File: src/rtl/shifter_pkg.sv
// Types and constants shared by the multi-cycle shift/rotate unit and its
// combinational single-step datapath.
package shifter_pkg;

  localparam int unsigned WIDTH_DEFAULT = 8;

  typedef enum logic [1:0] {
    IDLE,
    SHIFT,
    DONE
  } state_t;

  typedef enum logic [2:0] {
    SLL,
    SRL,
    SRA,
    ROL,
    ROR
  } mode_t;

  // ROT dominates LA, and LA only matters for right shifts.
  function automatic mode_t mode_decode(input logic rot, input logic lr, input logic la);
    mode_t m;
    if (rot)     m = lr ? ROR : ROL;
    else if (lr) m = la ? SRA : SRL;
    else         m = SLL;
    return m;
  endfunction

endpackage

File: src/rtl/shift_sequencer_step.sv
// One-bit shift/rotate step: returns the stepped word and the bit moved out.
module shift_step
  import shifter_pkg::*;
#(
  parameter int unsigned WIDTH = WIDTH_DEFAULT
) (
  input  logic [WIDTH-1:0] y_i,
  input  mode_t            mode_i,
  output logic [WIDTH-1:0] y_o,
  output logic             c_o
);

  always_comb begin
    y_o = y_i;
    c_o = 1'b0;
    case (mode_i)
      SLL: begin
        c_o = y_i[WIDTH-1];
        y_o = {y_i[WIDTH-2:0], 1'b0};
      end
      SRL: begin
        c_o = y_i[0];
        y_o = {1'b0, y_i[WIDTH-1:1]};
      end
      SRA: begin
        c_o = y_i[0];
        y_o = {y_i[WIDTH-1], y_i[WIDTH-1:1]};
      end
      ROL: begin
        c_o = y_i[WIDTH-1];
        y_o = {y_i[WIDTH-2:0], y_i[WIDTH-1]};
      end
      ROR: begin
        c_o = y_i[0];
        y_o = {y_i[0], y_i[WIDTH-1:1]};
      end
      default: begin
        y_o = y_i;
        c_o = 1'b0;
      end
    endcase
  end

endmodule

File: src/rtl/shift_sequencer.sv
// Multi-cycle shift/rotate unit: one single-bit step per clock, with a
// start/busy/done handshake towards the decode FSM.
module shift_sequencer
  import shifter_pkg::*;
#(
  parameter int unsigned WIDTH = WIDTH_DEFAULT,
  parameter int unsigned AMT_W = $clog2(WIDTH)
) (
  input  logic             clk,
  input  logic             rst_n,
  input  logic             start,
  input  logic [WIDTH-1:0] A,
  input  logic [AMT_W-1:0] AMT,
  input  logic             LR,
  input  logic             LA,
  input  logic             ROT,
  output logic [WIDTH-1:0] Y,
  output logic             C,
  output logic             busy,
  output logic             done
);

  state_t           state_q;
  mode_t            mode_q;
  logic [WIDTH-1:0] y_q;
  logic             c_q;
  logic [AMT_W-1:0] cnt_q;
  logic             busy_q;
  logic             done_q;

  logic [WIDTH-1:0] y_d;
  logic             c_d;

  shift_step #(
    .WIDTH (WIDTH)
  ) u_step (
    .y_i    (y_q),
    .mode_i (mode_q),
    .y_o    (y_d),
    .c_o    (c_d)
  );

  // busy/done are registered alongside the state so they align with it
  // without any decode from state_q on the output side.
  always_ff @(posedge clk or negedge rst_n) begin
    if (!rst_n) begin
      state_q <= IDLE;
      mode_q  <= SLL;
      y_q     <= '0;
      c_q     <= 1'b0;
      cnt_q   <= '0;
      busy_q  <= 1'b0;
      done_q  <= 1'b0;
    end else begin
      case (state_q)
        IDLE: begin
          done_q <= 1'b0;
          if (start) begin
            y_q    <= A;
            cnt_q  <= AMT;
            mode_q <= mode_decode(ROT, LR, LA);
            c_q    <= 1'b0;
            busy_q <= 1'b1;
            if (AMT != '0) begin
              state_q <= SHIFT;
            end else begin
              state_q <= DONE;
              done_q  <= 1'b1;
            end
          end
        end
        SHIFT: begin
          y_q   <= y_d;
          c_q   <= c_d;
          cnt_q <= cnt_q - 1'b1;
          if (cnt_q == AMT_W'(1)) begin
            state_q <= DONE;
            done_q  <= 1'b1;
          end
        end
        DONE: begin
          done_q  <= 1'b0;
          busy_q  <= 1'b0;
          state_q <= IDLE;
        end
        default: begin
          done_q  <= 1'b0;
          busy_q  <= 1'b0;
          state_q <= IDLE;
        end
      endcase
    end
  end

  assign Y    = y_q;
  assign C    = c_q;
  assign busy = busy_q;
  assign done = done_q;

endmodule
File: config.mk
export PLATFORM = sky130hd
export DESIGN_NAME = shift_sequencer
export DESIGN_NICKNAME = d
export VERILOG_FILES = /design/src/rtl/shifter_pkg.sv /design/src/rtl/shift_sequencer_step.sv /design/src/rtl/shift_sequencer.sv
export SDC_FILE = /design/constraint.sdc
export NUM_CORES = 1
export LEC_CHECK = 0
export BUFFER_PORTS_ARGS = -buffer_cell sky130_fd_sc_hd__buf_2
export CORE_ASPECT_RATIO = 1.25
export CORE_MARGIN = 1
export CORE_UTILIZATION = 35
export CTS_CLUSTER_SIZE = 30
export DETAILED_ROUTE_END_ITERATION = 8
export PLACE_DENSITY = 0.55
export SKIP_CTS_REPAIR_TIMING = 1
export SYNTH_ARGS = -nofsm -noshare
export SYNTH_HDL_FRONTEND = slang
export SYNTH_SLANG_ARGS = --single-unit
File: constraint.sdc
create_clock -name clk -period 4.5 [get_ports clk]
set_clock_uncertainty 0.15 [all_clocks]
set_input_delay 0.675 -clock clk [delete_from_list [all_inputs] [get_ports clk]]
set_output_delay 0.675 -clock clk [all_outputs]
set_load 0.02 [all_outputs]
==> impl_metrics.prom, run 1 <==
# TYPE chip_impl_metric gauge
chip_impl_info{name="outcome",value="finished clean"} 1
chip_impl_info{name="rsz0062_at_grt",value="no"} 1
chip_impl_metric{name="worst_setup_hold_path_clk_slew",unit="ns"} 0.12
chip_impl_metric{name="detailed_route_via_count",unit=""} 975
chip_impl_metric{name="max_stage_delay",unit="ns"} 0.51
chip_impl_info{name="timing.critical_path.cells",value="or3_1 > nand3_2 > mux2_1 > a221o_1"} 1
chip_impl_metric{name="maximum_number_of_pins_on_one_net_before_global_route_repair",unit=""} 20
chip_impl_metric{name="clkLatencyLatePin",unit="ns"} 0.30
chip_impl_metric{name="setup_ws",unit="ns"} 2.511
chip_impl_metric{name="final_util",unit=""} 0.4295
chip_impl_metric{name="switching_power_total",unit="W"} 0.0004737
chip_impl_metric{name="synth_fp_nets",unit=""} 143
chip_impl_info{name="cp_slowest_cell",value="dfrtp_1"} 1
chip_impl_metric{name="drv_slew",unit=""} 0
chip_impl_info{name="clock_tree.root_cell",value="clkbuf_4"} 1
chip_impl_metric{name="syn_area_per_cell",unit="sq um"} 9.031
chip_impl_metric{name="power.static_leakage",unit="nW"} 0.6192
chip_impl_metric{name="multi_input_area",unit="sq um"} 584.3
chip_impl_metric{name="avgViaCountPerCell",unit=""} 5.270
chip_impl_metric{name="period_needed",unit="ns"} 1.989
chip_impl_metric{name="synth-seq-area-share",unit=""} 0.4246
chip_impl_metric{name="die_h",unit="um"} 65.24
chip_impl_info{name="setup.worst_path.class",value="reg2reg"} 1
chip_impl_info{name="synthTopCellsByArea",value="dfrtp_1, nand2_1, a21oi_1, a221o_1, mux2i_1"} 1
chip_impl_metric{name="max_cap_violations",unit=""} 0
chip_impl_metric{name="post-synth-top-area-fraction",unit=""} 0.4246
chip_impl_metric{name="fmax",unit="MHz"} 502.8
chip_impl_metric{name="design_power_total",unit="W"} 0.001002
chip_impl_metric{name="drtIter0Drc",unit=""} 25
chip_impl_metric{name="power_per_cell_area",unit="mW/mm^2"} 777.4
chip_impl_metric{name="finalCritPeriodShare",unit=""} 0.4419
chip_impl_metric{name="p_int",unit="W"} 0.0005282
chip_impl_metric{name="synth.lib_cells_used.distinct",unit=""} 34
chip_impl_metric{name="clock-sinks",unit=""} 19
chip_impl_metric{name="first_pass_grt_wire_length",unit="um"} 4077
chip_impl_metric{name="layout.area.seq",unit="sq um"} 475.5
chip_impl_metric{name="worst-path-max-fanout",unit=""} 10
chip_impl_metric{name="timing.slew.headroom",unit=""} 0.6476
chip_impl_metric{name="postSynth.asyncResetShare",unit=""} 1.000
chip_impl_metric{name="placement.io_buffers",unit=""} 27
chip_impl_metric{name="drt-pass1-iter-count",unit=""} 4
chip_impl_metric{name="drcViolationCount",unit=""} 0
chip_impl_metric{name="cts_inserted_buffers",unit=""} 3
chip_impl_info{name="worst_hold_path_type",value="in2async"} 1
chip_impl_metric{name="nets",unit=""} 169
chip_impl_metric{name="synth_area",unit="sq mm"} 0.001120
chip_impl_metric{name="power.share.sequential",unit=""} 0.367
chip_impl_info{name="start_kind",value="register"} 1
chip_impl_metric{name="ys_warn_count",unit=""} 0
chip_impl_metric{name="global_route.usage.total",unit=""} 0.1624
chip_impl_metric{name="antenna_violating_nets_post_route",unit=""} 0
chip_impl_metric{name="gp_congestion",unit=""} 0.7990
chip_impl_metric{name="drive_gt1_frac",unit=""} 0.2215
chip_impl_metric{name="synth.ff_latch_count",unit=""} 19
chip_impl_metric{name="crit_required",unit="ns"} 4.55
chip_impl_info{name="critical_path.endpoint_type",value="register"} 1
chip_impl_metric{name="hpwlAfterDp",unit="um"} 1828
chip_impl_metric{name="switching_power_as_a_share_of_total_power",unit=""} 0.4728
chip_impl_metric{name="worst_margin_slew",unit="ns"} 0.5263
chip_impl_metric{name="placement.setup.worst_slack",unit="ns"} 2.343
chip_impl_metric{name="htree_num_levels",unit=""} 1
chip_impl_metric{name="initial_utilization",unit=""} 0.3732
chip_impl_metric{name="drt-wirelength-per-cell",unit="um"} 12.99
chip_impl_metric{name="placed_cell_area",unit="sq mm"} 0.001262
chip_impl_metric{name="area.growth.synth_to_final",unit="%"} 15.08
chip_impl_metric{name="timing.final.hold_violations",unit=""} 0
chip_impl_metric{name="cp.arrival",unit="ns"} 2.04
chip_impl_metric{name="clockPowerShare",unit=""} 0.090
chip_impl_metric{name="antennaDiodeCount",unit=""} 0
chip_impl_metric{name="drt_wl_total",unit="um"} 2403
chip_impl_metric{name="nFillCells",unit=""} 320
chip_impl_metric{name="synthesis.instances",unit=""} 124
chip_impl_metric{name="placementRows",unit=""} 22
chip_impl_metric{name="setup_violations",unit=""} 0
chip_impl_info{name="synth_flop_type",value="dfrtp_1"} 1
chip_impl_metric{name="fp.dieArea",unit="sq mm"} 0.003431
chip_impl_metric{name="grt_overflow",unit=""} 0
chip_impl_metric{name="number_of_synthesized_flops_with_an_enable_pin",unit=""} 0
chip_impl_metric{name="placeableCoreArea",unit="sq mm"} 0.003000
chip_impl_metric{name="io_pins",unit=""} 28
chip_impl_metric{name="final_area",unit="sq mm"} 0.001289
chip_impl_metric{name="p_comb_frac",unit=""} 0.543
chip_impl_metric{name="antenna_found_initial",unit=""} 0
chip_impl_metric{name="via_count_of_the_first_global_routing_pass",unit=""} 883
chip_impl_metric{name="clockBufferDepth",unit=""} 2
chip_impl_metric{name="vdd.ir_drop.worst",unit="mV"} 0.3193
chip_impl_info{name="netlist.top_cell.by_area",value="dfrtp_1"} 1
chip_impl_metric{name="setup-tns-final",unit="ns"} 0
chip_impl_info{name="cts_tree",value="done"} 1
chip_impl_metric{name="die_width",unit="um"} 52.59
kinds of logic (layout without fill, tap and decap cells):
group	after synthesis	in the layout	share of synthesized area
simple gates	43	43	0.1866
buf+inv	12	37	0.05362
xor+xnor	1	1	0.007823
fa+ha+maj	2	2	0.02234
compound gates	40	40	0.2391
mux	7	7	0.06592
flops	19	19	0.4246
final cells by class:
| type | instances | area share |
|---|---|---|
| multi-input cells | 93 | 0.4534 |
| inverters | 6 | 0.01748 |
| repair buffers | 27 | 0.1049 |
| flip-flops and latches | 19 | 0.3689 |
| clock buffers | 4 | 0.02039 |
| well taps | 36 | 0.03495 |
critical path: cells and delay by family, from the launching register on:
family / cells / cell delay [ns]
multiplexers: 1 / 0.33
AND/OR/NAND/NOR: 2 / 0.58
flip-flops: 1 / 0.51
AO/OA/AOI/OAI: 1 / 0.32
metrics by stage:
stage | hold WS, ns | std cells
after CTS | 0.1608 | 185
final | 0.1429 | 185
after global routing | 0.1739 | 185
after global placement | 0.3276 | 181
after detailed placement | 0.3365 | 181
after floorplan | 0.2294 | 124
synth_stat cells (4+ instances only):
library cell	n
mux2i_1	4
o21ai_0	7
inv_1	6
nor2_1	10
a221o_1	4
a21oi_1	10
nand2_1	17
o31ai_1	4
dfrtp_1	19
nor2b_1	4
layout by cell type, fill, tap and decap left out:
cell	n
nor3b_1	2
nor3b_2	1
nand2b_1	2
o21ba_2	1
o21ai_0	7
a22o_1	1
nor3_1	3
nand3_2	1
and3_1	1
o22a_1	2
or3_1	1
nor2_1	10
a211oi_1	1
dfrtp_1	19
mux2i_1	4
nand3_1	1
o21ai_1	1
nand2_1	17
xor2_1	1
nor2b_1	4
ha_1	2
a221o_1	4
a31oi_1	3
o211ai_1	1
a21boi_0	2
mux2_1	3
buf_2	27
clkbuf_4	3
a21o_1	3
clkbuf_1	1
o31ai_1	4
inv_1	6
a21oi_1	10
power by group through the flow:
stage	combinational, W	clock [W]	sequential [W]
5_1_grt	0.000618	0.000101	0.000385
2_1_floorplan	0.000422	0	0.000375
6_report	0.000544	0.0000903	0.000368
3_3_place_gp	0.000549	0	0.000369
3_5_place_dp	0.000551	0	0.000372
4_1_cts	0.000553	0.0000926	0.000368
flip-flops by register name (all words and copies together), names as in the netlist:
name and count:
C 1, Y 8, busy 1, cnt_q 3, done 1, mode_q 3
state_q 2
worst paths after layout:
kind                            startpoint          to  slack, ns  cells past startpoint
worst max-delay path             mode_q[1]        Y[5]       2.51                      4
worst min-delay path                 rst_n   mode_q[2]       0.14                      1
worst max register to register   mode_q[1]        Y[5]       2.51                      4
worst min register to register        busy        busy       0.35                      2
max in group asynchronous            rst_n  state_q[0]       3.75                      1
min in group clk                      busy        busy       0.35                      2
per-layer routing:
layer  GRT usage  share of wire
met1      0.2290           0.48
met4     0.07895          0.017
met3     0.03009          0.032
met5           0              0
met2      0.2342           0.47
No activity file was read; power rests on OpenSTA's default activity.
==> run 2: changes to the inputs <==
--- a/config.mk
+++ b/config.mk
@@ -11,7 +11,7 @@
 export CORE_UTILIZATION = 35
 export CTS_CLUSTER_SIZE = 30
 export DETAILED_ROUTE_END_ITERATION = 8
-export PLACE_DENSITY = 0.55
+export PLACE_DENSITY = 0.58
 export SKIP_CTS_REPAIR_TIMING = 1
 export SYNTH_ARGS = -nofsm -noshare
 export SYNTH_HDL_FRONTEND = slang
==> constraint.sdc (replaced) <==
create_clock -name clk -period 1.7 [get_ports clk]
set_clock_uncertainty 0.15 [all_clocks]
set_input_delay 0.255 -clock clk [delete_from_list [all_inputs] [get_ports clk]]
set_output_delay 0.255 -clock clk [all_outputs]
set_load 0.02 [all_outputs]
==> impl_metrics.prom, run 2 (same netlist as run 1, synthesis figures left out) <==
# TYPE chip_impl_metric gauge
chip_impl_info{name="outcome",value="finished with violations"} 1
chip_impl_info{name="violated_checks",value="negative setup slack"} 1
chip_impl_info{name="layout_common_cells",value="buf_2, dfrtp_1, nand2_1, buf_4"} 1
chip_impl_metric{name="timing.slew.headroom",unit=""} 0.7083
chip_impl_metric{name="power_per_cell_area",unit="mW/mm^2"} 2149
chip_impl_metric{name="hpwlAfterDp",unit="um"} 2194
chip_impl_metric{name="final_area",unit="sq mm"} 0.001479
chip_impl_metric{name="avgViaCountPerCell",unit=""} 5.221
chip_impl_info{name="cts_tree",value="done"} 1
chip_impl_info{name="clock_tree.root_cell",value="clkbuf_4"} 1
chip_impl_metric{name="drv_slew",unit=""} 0
chip_impl_metric{name="drt-pass1-iter-count",unit=""} 4
chip_impl_metric{name="setup-tns-final",unit="ns"} -0.2721
chip_impl_metric{name="worst_margin_slew",unit="ns"} 0.4375
chip_impl_metric{name="worst_setup_hold_path_clk_slew",unit="ns"} 0.12
chip_impl_metric{name="worst-path-max-fanout",unit=""} 4
chip_impl_metric{name="nFillCells",unit=""} 310
chip_impl_metric{name="largest_register_ff_count",unit=""} 8
chip_impl_metric{name="first_pass_grt_wire_length",unit="um"} 4629
chip_impl_metric{name="setup_ws",unit="ns"} -0.09608
chip_impl_metric{name="initial_utilization",unit=""} 0.3732
chip_impl_metric{name="placeableCoreArea",unit="sq mm"} 0.003000
chip_impl_metric{name="gp_congestion",unit=""} 0.7781
chip_impl_metric{name="drt-wirelength-per-cell",unit="um"} 13.77
chip_impl_metric{name="regToRegSetupSlack",unit="ns"} -0.1
chip_impl_metric{name="fmax",unit="MHz"} 556.8
chip_impl_metric{name="die_h",unit="um"} 65.24
chip_impl_metric{name="via_count_of_the_first_global_routing_pass",unit=""} 1055
chip_impl_metric{name="grt_overflow",unit=""} 0
chip_impl_metric{name="antennaDiodeCount",unit=""} 0
chip_impl_metric{name="drtIter0Drc",unit=""} 32
chip_impl_metric{name="placement.io_buffers",unit=""} 27
chip_impl_metric{name="clock-sinks",unit=""} 19
chip_impl_metric{name="drt_wl_total",unit="um"} 2810
chip_impl_metric{name="timing.final.hold_violations",unit=""} 0
chip_impl_info{name="start_kind",value="register"} 1
chip_impl_metric{name="power.static_leakage",unit="nW"} 0.7324
chip_impl_metric{name="htree_num_levels",unit=""} 1
chip_impl_metric{name="cp.arrival",unit="ns"} 1.85
chip_impl_info{name="commonest_non_fill_non_tap_cell_in_the_layout",value="buf_2"} 1
chip_impl_metric{name="max_cap_violations",unit=""} 0
chip_impl_metric{name="vdd.ir_drop.worst",unit="mV"} 0.7960
chip_impl_metric{name="antenna_violating_nets_post_route",unit=""} 0
chip_impl_info{name="critical_path.endpoint_type",value="register"} 1
chip_impl_info{name="worst_hold_path_type",value="in2reg"} 1
chip_impl_metric{name="final_util",unit=""} 0.4929
chip_impl_metric{name="fp.dieArea",unit="sq mm"} 0.003431
chip_impl_metric{name="cts_inserted_buffers",unit=""} 3
chip_impl_metric{name="period_needed",unit="ns"} 1.796
chip_impl_metric{name="drive_gt1_frac",unit=""} 0.3512
chip_impl_metric{name="die_width",unit="um"} 52.59
chip_impl_metric{name="maximum_number_of_pins_on_one_net_before_global_route_repair",unit=""} 20
chip_impl_metric{name="multi_input_area",unit="sq um"} 620.6
chip_impl_metric{name="clkLatencyLatePin",unit="ns"} 0.31
chip_impl_metric{name="clockBufferDepth",unit=""} 2
chip_impl_metric{name="detailed_route_via_count",unit=""} 1065
chip_impl_metric{name="crit_required",unit="ns"} 1.75
chip_impl_metric{name="antenna_found_initial",unit=""} 0
chip_impl_info{name="setup.worst_path.class",value="reg2reg"} 1
chip_impl_metric{name="layout.area.seq",unit="sq um"} 475.5
chip_impl_metric{name="placed_cell_area",unit="sq mm"} 0.001414
chip_impl_info{name="rsz0062_at_grt",value="yes"} 1
chip_impl_metric{name="drcViolationCount",unit=""} 0
chip_impl_metric{name="setup_violations",unit=""} 3
chip_impl_metric{name="area.growth.synth_to_final",unit="%"} 32.07
chip_impl_metric{name="global_route.usage.total",unit=""} 0.1841
chip_impl_metric{name="io_pins",unit=""} 28
chip_impl_metric{name="finalCritPeriodShare",unit=""} 1.057
chip_impl_metric{name="nets",unit=""} 188
chip_impl_metric{name="placementRows",unit=""} 22
-- run 2: final timing paths --
| kind | end | start | cells past startpoint |
|---|---|---|---|
| setup reg to reg | Y[6] | mode_q[1] | 4 |
| min in group asynchronous | done | rst_n | 2 |
| setup / recovery | Y[6] | mode_q[1] | 4 |
| hold / removal | mode_q[2] | LR | 3 |
| max in group asynchronous | Y[5] | rst_n | 2 |
| hold reg to reg | cnt_q[1] | cnt_q[1] | 1 |
-- run 2: report_power, final --
group / switching [W] / total [W] / internal (W)
registers: 0.000211 / 0.000891 / 0.000681
clock network: 0.000155 / 0.000243 / 0.0000879
logic: 0.00104 / 0.00204 / 0.00100
total: 0.00141 / 0.00318 / 0.00177
-- run 2: worst max-delay path, stage by stage, from the launching register on --
cell and delay, ns:
dfrtp_1 0.42, or3_4 0.41, nand3_4 0.12, mux2_4 0.30, a221o_1 0.29
-- run 2: per-layer routing --
metal	GRT usage	vias to the layer above	wire length [um]
met4	0.07895	0	50
met5	0	-	0
li1	-	532	-
met3	0.02083	5	57
met1	0.2229	514	1246
met2	0.3196	14	1456
-- run 2: area by class of cell --
type | instances | share of cell area
Clock inverter | 1 | 0.003384
Timing Repair Buffer | 46 | 0.1946
Inverter | 6 | 0.01523
Sequential cell | 19 | 0.3215
Clock buffer | 3 | 0.01523
Tap cell | 36 | 0.03046
Multi-Input combinational cell | 93 | 0.4196
-- run 2: through the flow --
stage	std cells	setup slack, ns	hold slack (ns)	power, W
floorplan	124	-0.1501	-0.1906	0.002222
global placement	198	-0.05714	0.07111	0.002835
detailed placement	198	-0.08334	0.07261	0.002895
CTS	202	-0.09695	-0.2737	0.003138
global route	204	-0.1433	0.08921	0.003459
finish	204	-0.09608	0.04974	0.003178
==> run 3: changes to the inputs <==
--- a/config.mk
+++ b/config.mk
@@ -11,8 +11,9 @@
 export CORE_UTILIZATION = 35
 export CTS_CLUSTER_SIZE = 30
 export DETAILED_ROUTE_END_ITERATION = 8
-export PLACE_DENSITY = 0.58
+export PLACE_DENSITY = 0.55
 export SKIP_CTS_REPAIR_TIMING = 1
 export SYNTH_ARGS = -nofsm -noshare
 export SYNTH_HDL_FRONTEND = slang
 export SYNTH_SLANG_ARGS = --single-unit
+export TNS_END_PERCENT = 30
==> constraint.sdc (replaced) <==
create_clock -name clk -period 1.96 [get_ports clk]
set_clock_uncertainty 0.15 [all_clocks]
set_input_delay 0.294 -clock clk [delete_from_list [all_inputs] [get_ports clk]]
set_output_delay 0.294 -clock clk [all_outputs]
set_load 0.02 [all_outputs]
==> impl_metrics.prom, run 3 (same netlist as run 1, synthesis figures left out) <==
# TYPE chip_impl_metric gauge
chip_impl_metric{name="drv_slew",unit=""} 0
chip_impl_metric{name="grt_overflow",unit=""} 0
chip_impl_metric{name="hpwlAfterDp",unit="um"} 2025
chip_impl_metric{name="antennaDiodeCount",unit=""} 0
chip_impl_info{name="rsz0062_at_grt",value="no"} 1
chip_impl_metric{name="gp_congestion",unit=""} 0.8894
chip_impl_metric{name="placementRows",unit=""} 22
chip_impl_info{name="critical_path.endpoint_type",value="register"} 1
chip_impl_metric{name="cts_inserted_buffers",unit=""} 3
chip_impl_info{name="critical_path.reg2reg.endpoint",value="Y[5]"} 1
chip_impl_metric{name="period_needed",unit="ns"} 1.875
chip_impl_info{name="start_kind",value="register"} 1
chip_impl_metric{name="placed_cell_area",unit="sq mm"} 0.001345
chip_impl_info{name="worst_hold_path_type",value="in2reg"} 1
chip_impl_metric{name="power.share.sequential",unit=""} 0.316
chip_impl_metric{name="clock-sinks",unit=""} 19
chip_impl_info{name="cts_tree",value="done"} 1
chip_impl_metric{name="clkLatencyLatePin",unit="ns"} 0.30
chip_impl_metric{name="avgViaCountPerCell",unit=""} 5.259
chip_impl_metric{name="global_route.usage.total",unit=""} 0.1762
chip_impl_metric{name="initial_utilization",unit=""} 0.3732
chip_impl_metric{name="largest_register_ff_count",unit=""} 8
chip_impl_metric{name="max_cap_violations",unit=""} 0
chip_impl_metric{name="setup-tns-final",unit="ns"} 0
chip_impl_metric{name="finalHoldWorstSlack",unit="ns"} 0.08869
chip_impl_metric{name="drt_wl_total",unit="um"} 2622
chip_impl_metric{name="final_area",unit="sq mm"} 0.001381
chip_impl_info{name="clock_tree.root_cell",value="clkbuf_4"} 1
chip_impl_metric{name="switching_power_total",unit="W"} 0.001145
chip_impl_metric{name="power_per_cell_area",unit="mW/mm^2"} 1818
chip_impl_metric{name="nets",unit=""} 181
chip_impl_metric{name="worst-path-max-fanout",unit=""} 4
chip_impl_metric{name="drt-pass1-iter-count",unit=""} 4
chip_impl_metric{name="cp.arrival",unit="ns"} 1.92
chip_impl_metric{name="regToRegSetupSlack",unit="ns"} 0.09
chip_impl_metric{name="drive_gt1_frac",unit=""} 0.2733
chip_impl_metric{name="drtIter0Drc",unit=""} 20
chip_impl_metric{name="finish.cell_count_without_fillers",unit=""} 197
chip_impl_metric{name="clockPowerShare",unit=""} 0.082
chip_impl_metric{name="drt-wirelength-per-cell",unit="um"} 13.31
chip_impl_metric{name="depth_of_the_worst_hold_timing_path",unit=""} 3
chip_impl_metric{name="placement.io_buffers",unit=""} 27
chip_impl_metric{name="first_pass_grt_wire_length",unit="um"} 4471
chip_impl_metric{name="die_width",unit="um"} 52.59
chip_impl_metric{name="r2r_cells",unit=""} 4
chip_impl_metric{name="switching_power_as_a_share_of_total_power",unit=""} 0.4560
chip_impl_metric{name="clockBufferDepth",unit=""} 2
chip_impl_info{name="worstHoldEndpoint",value="mode_q[2]"} 1
chip_impl_info{name="outcome",value="finished clean"} 1
chip_impl_metric{name="placeableCoreArea",unit="sq mm"} 0.003000
chip_impl_metric{name="htree_num_levels",unit=""} 1
chip_impl_metric{name="antenna_found_initial",unit=""} 0
chip_impl_info{name="layout_common_cells",value="buf_2, dfrtp_1, nand2_1, buf_4"} 1
chip_impl_metric{name="antenna_violating_nets_post_route",unit=""} 0
chip_impl_metric{name="setup_ws",unit="ns"} 0.08521
chip_impl_metric{name="area.growth.synth_to_final",unit="%"} 23.35
chip_impl_metric{name="fp.dieArea",unit="sq mm"} 0.003431
chip_impl_metric{name="numPlacedInstances",unit=""} 192
chip_impl_metric{name="io_pins",unit=""} 28
chip_impl_metric{name="timing.final.hold_violations",unit=""} 0
chip_impl_metric{name="detailed_route_via_count",unit=""} 1036
chip_impl_metric{name="crit_required",unit="ns"} 2.00
chip_impl_metric{name="placement.setup.worst_slack",unit="ns"} 0.09432
chip_impl_metric{name="p_int",unit="W"} 0.001366
chip_impl_info{name="setup.worst_path.class",value="reg2reg"} 1
chip_impl_metric{name="p_comb_frac",unit=""} 0.602
chip_impl_info{name="commonest_non_fill_non_tap_cell_in_the_layout",value="buf_2"} 1
chip_impl_info{name="hold_path.startpoint",value="LR"} 1
chip_impl_info{name="reg2reg_from",value="mode_q[0]"} 1
chip_impl_metric{name="worst_margin_slew",unit="ns"} 0.4505
chip_impl_metric{name="via_count_of_the_first_global_routing_pass",unit=""} 1009
chip_impl_metric{name="setup_violations",unit=""} 0
chip_impl_metric{name="drcViolationCount",unit=""} 0
chip_impl_metric{name="finalCritPeriodShare",unit=""} 0.9565
chip_impl_metric{name="die_h",unit="um"} 65.24
chip_impl_metric{name="fmax",unit="MHz"} 533.4
chip_impl_metric{name="vdd.ir_drop.worst",unit="mV"} 0.8836
chip_impl_metric{name="power.static_leakage",unit="nW"} 0.6759
chip_impl_metric{name="maximum_number_of_pins_on_one_net_before_global_route_repair",unit=""} 20
chip_impl_metric{name="timing.slew.headroom",unit=""} 0.6997
chip_impl_metric{name="worst_setup_hold_path_clk_slew",unit="ns"} 0.12
==> run 3: cell count changes in the layout (fill, tap and decap cells not counted), moves of 2 or more <==
cell / previous run / this run
buf_4: 16 / 11
mux2_1: 0 / 3
mux2_4: 3 / 0
buf_6: 2 / 0
==> run 3: final cells by class <==
class	count	area [sq um]
clock buffer	4	26.28
fill	296	1619
inverter	6	22.52
multi-input combinational	93	584.3
sequential	19	475.5
tap	36	45.04
timing repair buffer	39	227.7
==> run 3: power groups by stage <==
stage               Sequential, W  Clock, W  Combinational [W]
floorplan                0.000861         0           0.000968
CTS                      0.000793  0.000216            0.00152
global route             0.000825  0.000236            0.00169
global placement         0.000789         0            0.00150
finish                   0.000793  0.000207            0.00151
detailed placement       0.000802         0            0.00152
==> run 3: stage by stage <==
stage                     power (W)    util
final                      0.002511  0.4604
after detailed placement   0.002320  0.4483
after global routing       0.002755  0.4604
after floorplan            0.001830       -
after CTS                  0.002533  0.4570
after global placement     0.002292  0.4483
==> run 3: worst max-delay path by stage <==
stage | startpoint | endpoint | cells past startpoint
6_report | mode_q[0] | Y[5] | 4
5_1_grt | mode_q[1] | Y[5] | 5
4_1_cts | mode_q[0] | Y[5] | 4
3_5_place_dp | mode_q[0] | Y[5] | 4
3_3_place_gp | mode_q[0] | Y[4] | 4
2_1_floorplan | mode_q[0] | Y[4] | 5
==> run 3: per-layer routing <==
metal	global-route usage	up-vias	part of all wire
met3	0.02778	4	0.031
met1	0.2453	495	0.50
met4	0.09868	0	0.016
li1	-	517	-
met2	0.2547	20	0.46
met5	0	-	0
==> run 3: critical path, stage by stage (launching register included) <==
cell	delay [ns]
dfrtp_1	0.43
or3_1	0.41
nand3_2	0.13
mux2_1	0.33
a221o_1	0.32
